===== src/rtl/pkt_buf_rd_if.sv =====
// Command, RAM read-port and output-stream signals of the packet buffer reader.
// The reader itself connects through the master modport.
interface pkt_buf_rd_if #(
   parameter int DATA_WIDTH = 32,
   parameter int ADDR_WIDTH = 8
);
   logic                  cmd_valid;
   logic                  cmd_ready;
   logic [ADDR_WIDTH-1:0] cmd_addr;
   logic [ADDR_WIDTH:0]   cmd_len;
   logic [ADDR_WIDTH-1:0] ram_addr;
   logic [DATA_WIDTH-1:0] ram_dout;
   logic                  m_tvalid;
   logic                  m_tready;
   logic [DATA_WIDTH-1:0] m_tdata;
   logic                  m_tlast;
   logic                  busy;

   modport master (
      input  cmd_valid, cmd_addr, cmd_len, ram_dout, m_tready,
      output cmd_ready, ram_addr, m_tvalid, m_tdata, m_tlast, busy
   );

   modport slave (
      output cmd_valid, cmd_addr, cmd_len, ram_dout, m_tready,
      input  cmd_ready, ram_addr, m_tvalid, m_tdata, m_tlast, busy
   );
endinterface


===== src/rtl/pkt_buf_rd.sv =====
// Streams a frame of words out of a synchronous-read RAM, wrapping at the buffer end,
// through a 2-entry skid FIFO so reads issued ahead of a stalled sink are never lost.
module pkt_buf_rd #(
   parameter int DATA_WIDTH = 32,
   parameter int ADDR_WIDTH = 8
) (
   input  logic             clk,
   input  logic             rst,
   pkt_buf_rd_if.master     bus
);
   typedef enum logic [1:0] {IDLE = 2'd0, RUN = 2'd1, DRAIN = 2'd2} state_t;

   state_t                          state_q, state_d;
   logic [ADDR_WIDTH-1:0]           ram_addr_q, ram_addr_d;
   logic [ADDR_WIDTH:0]             left_q, left_d;
   logic                            inflight_q, inflight_d;
   logic                            inflight_last_q, inflight_last_d;
   logic [1:0][DATA_WIDTH-1:0]      mem_q, mem_d;
   logic [1:0]                      last_q, last_d;
   logic                            wr_ptr_q, wr_ptr_d;
   logic                            rd_ptr_q, rd_ptr_d;
   logic [1:0]                      count_q, count_d;
   logic                            pop_s;
   logic                            issue_s;

   always_comb begin
      state_d         = state_q;
      ram_addr_d      = ram_addr_q;
      left_d          = left_q;
      mem_d           = mem_q;
      last_d          = last_q;
      wr_ptr_d        = wr_ptr_q;
      rd_ptr_d        = rd_ptr_q;
      count_d         = count_q;
      pop_s           = (count_q != 2'd0) && bus.m_tready;
      // Occupancy counts stored beats plus the read whose data lands next edge.
      issue_s         = (state_q == RUN) &&
                        (({1'b0, count_q} + {2'b00, inflight_q} - {2'b00, pop_s}) < 3'd2);
      inflight_d      = issue_s;
      inflight_last_d = issue_s && (left_q == (ADDR_WIDTH+1)'(1));

      case (state_q)
         IDLE: begin
            if (bus.cmd_valid && (bus.cmd_len != '0)) begin
               ram_addr_d = bus.cmd_addr;
               left_d     = bus.cmd_len;
               state_d    = RUN;
            end
         end
         RUN: begin
            if (issue_s) begin
               ram_addr_d = ram_addr_q + ADDR_WIDTH'(1);
               left_d     = left_q - (ADDR_WIDTH+1)'(1);
               if (left_q == (ADDR_WIDTH+1)'(1)) begin
                  state_d = DRAIN;
               end
            end
         end
         DRAIN: begin
            if (pop_s && last_q[rd_ptr_q]) begin
               state_d = IDLE;
            end
         end
         default: state_d = IDLE;
      endcase

      if (inflight_q) begin
         mem_d[wr_ptr_q]  = bus.ram_dout;
         last_d[wr_ptr_q] = inflight_last_q;
         wr_ptr_d         = ~wr_ptr_q;
      end
      if (pop_s) begin
         rd_ptr_d = ~rd_ptr_q;
      end
      case ({inflight_q, pop_s})
         2'b10:   count_d = count_q + 2'd1;
         2'b01:   count_d = count_q - 2'd1;
         default: count_d = count_q;
      endcase
   end

   always_ff @(posedge clk or posedge rst) begin
      if (rst) begin
         state_q         <= IDLE;
         ram_addr_q      <= '0;
         left_q          <= '0;
         inflight_q      <= 1'b0;
         inflight_last_q <= 1'b0;
         mem_q           <= '0;
         last_q          <= 2'b00;
         wr_ptr_q        <= 1'b0;
         rd_ptr_q        <= 1'b0;
         count_q         <= 2'd0;
      end else begin
         state_q         <= state_d;
         ram_addr_q      <= ram_addr_d;
         left_q          <= left_d;
         inflight_q      <= inflight_d;
         inflight_last_q <= inflight_last_d;
         mem_q           <= mem_d;
         last_q          <= last_d;
         wr_ptr_q        <= wr_ptr_d;
         rd_ptr_q        <= rd_ptr_d;
         count_q         <= count_d;
      end
   end

   assign bus.cmd_ready = (state_q == IDLE) && !rst;
   assign bus.ram_addr  = ram_addr_q;
   assign bus.m_tvalid  = (count_q != 2'd0);
   assign bus.m_tdata   = mem_q[rd_ptr_q];
   assign bus.m_tlast   = (count_q != 2'd0) && last_q[rd_ptr_q];
   assign bus.busy      = (state_q != IDLE);
endmodule


===== src/flat_wrapper.sv =====
// flat-port wrapper written by rule: the top's interface ports become plain ports
module pkt_buf_rd_flat 
#(
   parameter int DATA_WIDTH = 32,
   parameter int ADDR_WIDTH = 8
)
  (clk, rst, bus_cmd_valid, bus_cmd_addr, bus_cmd_len, bus_ram_dout, bus_m_tready, bus_cmd_ready, bus_ram_addr, bus_m_tvalid, bus_m_tdata, bus_m_tlast, bus_busy);
  pkt_buf_rd_if #(.DATA_WIDTH(DATA_WIDTH), .ADDR_WIDTH(ADDR_WIDTH)) bus_i ();
  input  logic clk;
  input  logic rst;
  input wire logic [$bits(bus_i.cmd_valid)-1:0] bus_cmd_valid;
  input wire logic [$bits(bus_i.cmd_addr)-1:0] bus_cmd_addr;
  input wire logic [$bits(bus_i.cmd_len)-1:0] bus_cmd_len;
  input wire logic [$bits(bus_i.ram_dout)-1:0] bus_ram_dout;
  input wire logic [$bits(bus_i.m_tready)-1:0] bus_m_tready;
  output wire logic [$bits(bus_i.cmd_ready)-1:0] bus_cmd_ready;
  output wire logic [$bits(bus_i.ram_addr)-1:0] bus_ram_addr;
  output wire logic [$bits(bus_i.m_tvalid)-1:0] bus_m_tvalid;
  output wire logic [$bits(bus_i.m_tdata)-1:0] bus_m_tdata;
  output wire logic [$bits(bus_i.m_tlast)-1:0] bus_m_tlast;
  output wire logic [$bits(bus_i.busy)-1:0] bus_busy;
  assign bus_i.cmd_valid = bus_cmd_valid;
  assign bus_i.cmd_addr = bus_cmd_addr;
  assign bus_i.cmd_len = bus_cmd_len;
  assign bus_i.ram_dout = bus_ram_dout;
  assign bus_i.m_tready = bus_m_tready;
  assign bus_cmd_ready = bus_i.cmd_ready;
  assign bus_ram_addr = bus_i.ram_addr;
  assign bus_m_tvalid = bus_i.m_tvalid;
  assign bus_m_tdata = bus_i.m_tdata;
  assign bus_m_tlast = bus_i.m_tlast;
  assign bus_busy = bus_i.busy;
  pkt_buf_rd #(.DATA_WIDTH(DATA_WIDTH), .ADDR_WIDTH(ADDR_WIDTH)) u_core (.clk(clk), .rst(rst), .bus(bus_i));
endmodule

===== config.mk =====
export PLATFORM = sky130hd
export DESIGN_NAME = pkt_buf_rd_flat
export DESIGN_NICKNAME = d
export VERILOG_FILES = /design/src/rtl/pkt_buf_rd_if.sv /design/src/rtl/pkt_buf_rd.sv /design/src/flat_wrapper.sv
export SDC_FILE = /design/constraint.sdc
export NUM_CORES = 1
export LEC_CHECK = 0
export CORE_MARGIN = 3
export CORE_UTILIZATION = 32
export DETAILED_ROUTE_END_ITERATION = 16
export PLACE_DENSITY = 0.65
export SYNTH_ARGS = -nofsm -noshare
export SYNTH_HDL_FRONTEND = slang
export SYNTH_SLANG_ARGS = --single-unit
export TNS_END_PERCENT = 100

===== constraint.sdc =====
create_clock -name clk -period 8.2 [get_ports clk]
set_input_delay 0.82 -clock clk [delete_from_list [all_inputs] [get_ports clk]]
set_output_delay 0.82 -clock clk [all_outputs]
set_load 0.1 [all_outputs]

==> results.txt <==
Tmin final - 3.74 ns
initial core utilization - 33.1%
Top Ports - 97
outcome - finished clean
Final WS setup - 4.46 ns
post-CTS setup buffers - 0
Worst-Margin Slew - 1.04 ns
synthesized flop and latch total - 91
PortBufs - 96
first-pass GRT wire length - 16400 um
max-cap check violation count - 0
row cnt - 42
CP max-delay cell - clkdlybuf4s50_1
area grow syn2layout - 32.0%
Final Hold Viols - 0
crit share post-route - 45.7%
initial antenna violation count - 1
highest fanout seen on the critical path - 22
critical hold path startpoint - u_core.mem_q[42]
Final Setup Violations - 0
DR vias - 3183
average size of a mapped cell - 12.3 um2
post-CTS resize count - 0
CP required - 7.38 ns
clock-pin slew on the worst setup and hold paths - 0.06 ns
fmax - 267 MHz
Synth warnings - 0
drt drc - 0
CTS Buffer Depth - 2
number of diodes - 0
launching point of the worst reg2reg path - u_core.count_q[1]
Die X - 124 um
R2R depth - 10
Post-CTS Hold Buffers - 0
layout cell share with drive strength beyond 1 - 28.5%
TritonCTS Buffers - 9
Via density - 5.04
Syn Nets - 419
Global Route Usage Sum - 13.9%
hold path depth - 1
Distinct cells, synth - 53
CTS root buf - clkbuf_16
cells after synthesis - 361
Placer Congestion - 0.832
number of global-route vias before repair - 3272
TNS Setup - 0 ns
critical path's largest stage delay - 1.16 ns
Final nets - 509
CTS tree - done
cell area after synthesis - 4460 um2
Sink Count - 91
Worst setup EP type - output port
final wirelength - 10300 um
R2R Setup Slk - 4.85 ns
worst rel slew slack - 30.7%
Data arrival, critical path - 2.92 ns
Core ar. - 13500 um2
Hold WC Path Type - reg -> reg
Crit path max-delay family - buffers and inverters
DP HPWL - 7370 um
Clock Skew - 0.00756 ns
number of enable flip-flop cells after synthesis - 0
Post-synth ARST share - 100%
routed length per instance - 16.3 um
pin count of the biggest net entering global routing - 64
Place WS - 4.35 ns
Main synth FF type - dfrtp_1
Iter 0 DRT Violations - 190
RSZ-0062 raised after global routing - false
Worst Setup Path Type - reg -> out
critical path cell sequence - buf_4, mux2_2, clkdlybuf4s50_1
sequential area share after synthesis - 51.1%
Buf+Inv Stages, Crit Path - 2
H-tree Lvls - 3
WHS Endpoint - u_core.mem_q[42]
Max Slew Vio Count - 0
Die Y - 124 um
clk_lat worst skew - 0.34 ns
overflow left after global routing - 0
CP Launch Type - flop
die area - 15400 um2
reg-to-reg endpoint - u_core.bus.ram_addr[7]
ANT nets after route - 0
drt pass-1 iters - 4
## layout by cell type, fill, tap and decap left out, types with 5 or more instances in the layout
cell and n:
mux2i_1 8, dfrtp_1 91, o21ai_0 9, clkdlybuf4s50_1 96, nor2_1 17, a21oi_1 9, inv_1 11, nand2_1 10
nand3_1 7, or2_2 5, mux2_2 98, clkbuf_16 9
## flip-flops by register name, indices dropped and copies added (netlist names)
register / flops
u_core.bus.ram_addr: 8
u_core.count_q: 2
u_core.inflight_last_q: 1
u_core.inflight_q: 1
u_core.last_q: 2
u_core.left_q: 9
u_core.mem_q: 64
u_core.rd_ptr_q: 1
u_core.state_q: 2
u_core.wr_ptr_q: 1
## logic make-up (layout without fill, tap and decap cells)
logic type / count (synthesis) / in the layout / share of synthesized area [%]
mux: 106 / 106 / 26.6
flops: 91 / 91 / 51.1
simple gates: 67 / 67 / 7.98
xor+xnor: 6 / 6 / 1.18
buf+inv: 33 / 128 / 3.03
compound gates: 53 / 53 / 8.57
fa+ha+maj: 5 / 5 / 1.57
## worst max path at each step
stage                            startpoint                      to  cells after the start
final                       u_core.rd_ptr_q         bus_m_tdata[11]                      3
after global routing        u_core.rd_ptr_q         bus_m_tdata[10]                      3
after CTS                   u_core.rd_ptr_q         bus_m_tdata[11]                      3
after detailed placement       bus_m_tready  u_core.bus.ram_addr[7]                      9
after global placement         bus_m_tready  u_core.bus.ram_addr[7]                      9
after floorplan           u_core.state_q[0]           bus_cmd_ready                      4
## layout make-up
type | count | area [um2]
fillers | 1275 | 7570
clock buffers | 10 | 239
repair buffers | 100 | 991
multi-input cells | 237 | 2050
well taps | 176 | 220
inverters | 12 | 46.3
clock inverters | 6 | 55.1
flip-flops and latches | 91 | 2280
## synthesized netlist by cell type, types with 4 or more instances
cell / count / area, um2
a21oi_1: 9 / 45.0
buf_1: 6 / 22.5
buf_2: 6 / 30.0
clkbuf_1: 8 / 30.0
dfrtp_1: 91 / 2280
ha_1: 4 / 50.1
inv_1: 12 / 45.0
mux2_2: 98 / 1100
mux2i_1: 8 / 80.1
nand2_1: 10 / 37.5
nand3_1: 7 / 35.0
nor2_1: 17 / 63.8
nor3_1: 4 / 20.0
nor4_1: 4 / 25.0
o21ai_0: 9 / 45.0
o22ai_1: 4 / 25.0
or2_2: 5 / 31.3
xor2_1: 4 / 35.0
## per-layer routing
layer / GRT usage [%] / share of wire (%) / vias up
met4: 3.15 / 0.97 / 2
met2: 22.2 / 47 / 88
li1: - / - / 1502
met3: 5.45 / 7.6 / 11
met1: 17.9 / 44 / 1580
met5: 0 / 0.087 / -
## metrics by stage
step	std cells	instance area, um2	hold slack [ns]	utilization, %
final	632	5880	0.499	43.7
after global placement	616	5590	0.481	41.5
after floorplan	361	4460	0.461	-
after global routing	632	5880	0.516	43.7
after CTS	632	5880	0.503	43.7
after detailed placement	616	5590	0.487	41.5
Power is not shown: default switching activity piles up to over one toggle a cycle in this logic, so the estimate is an artifact.
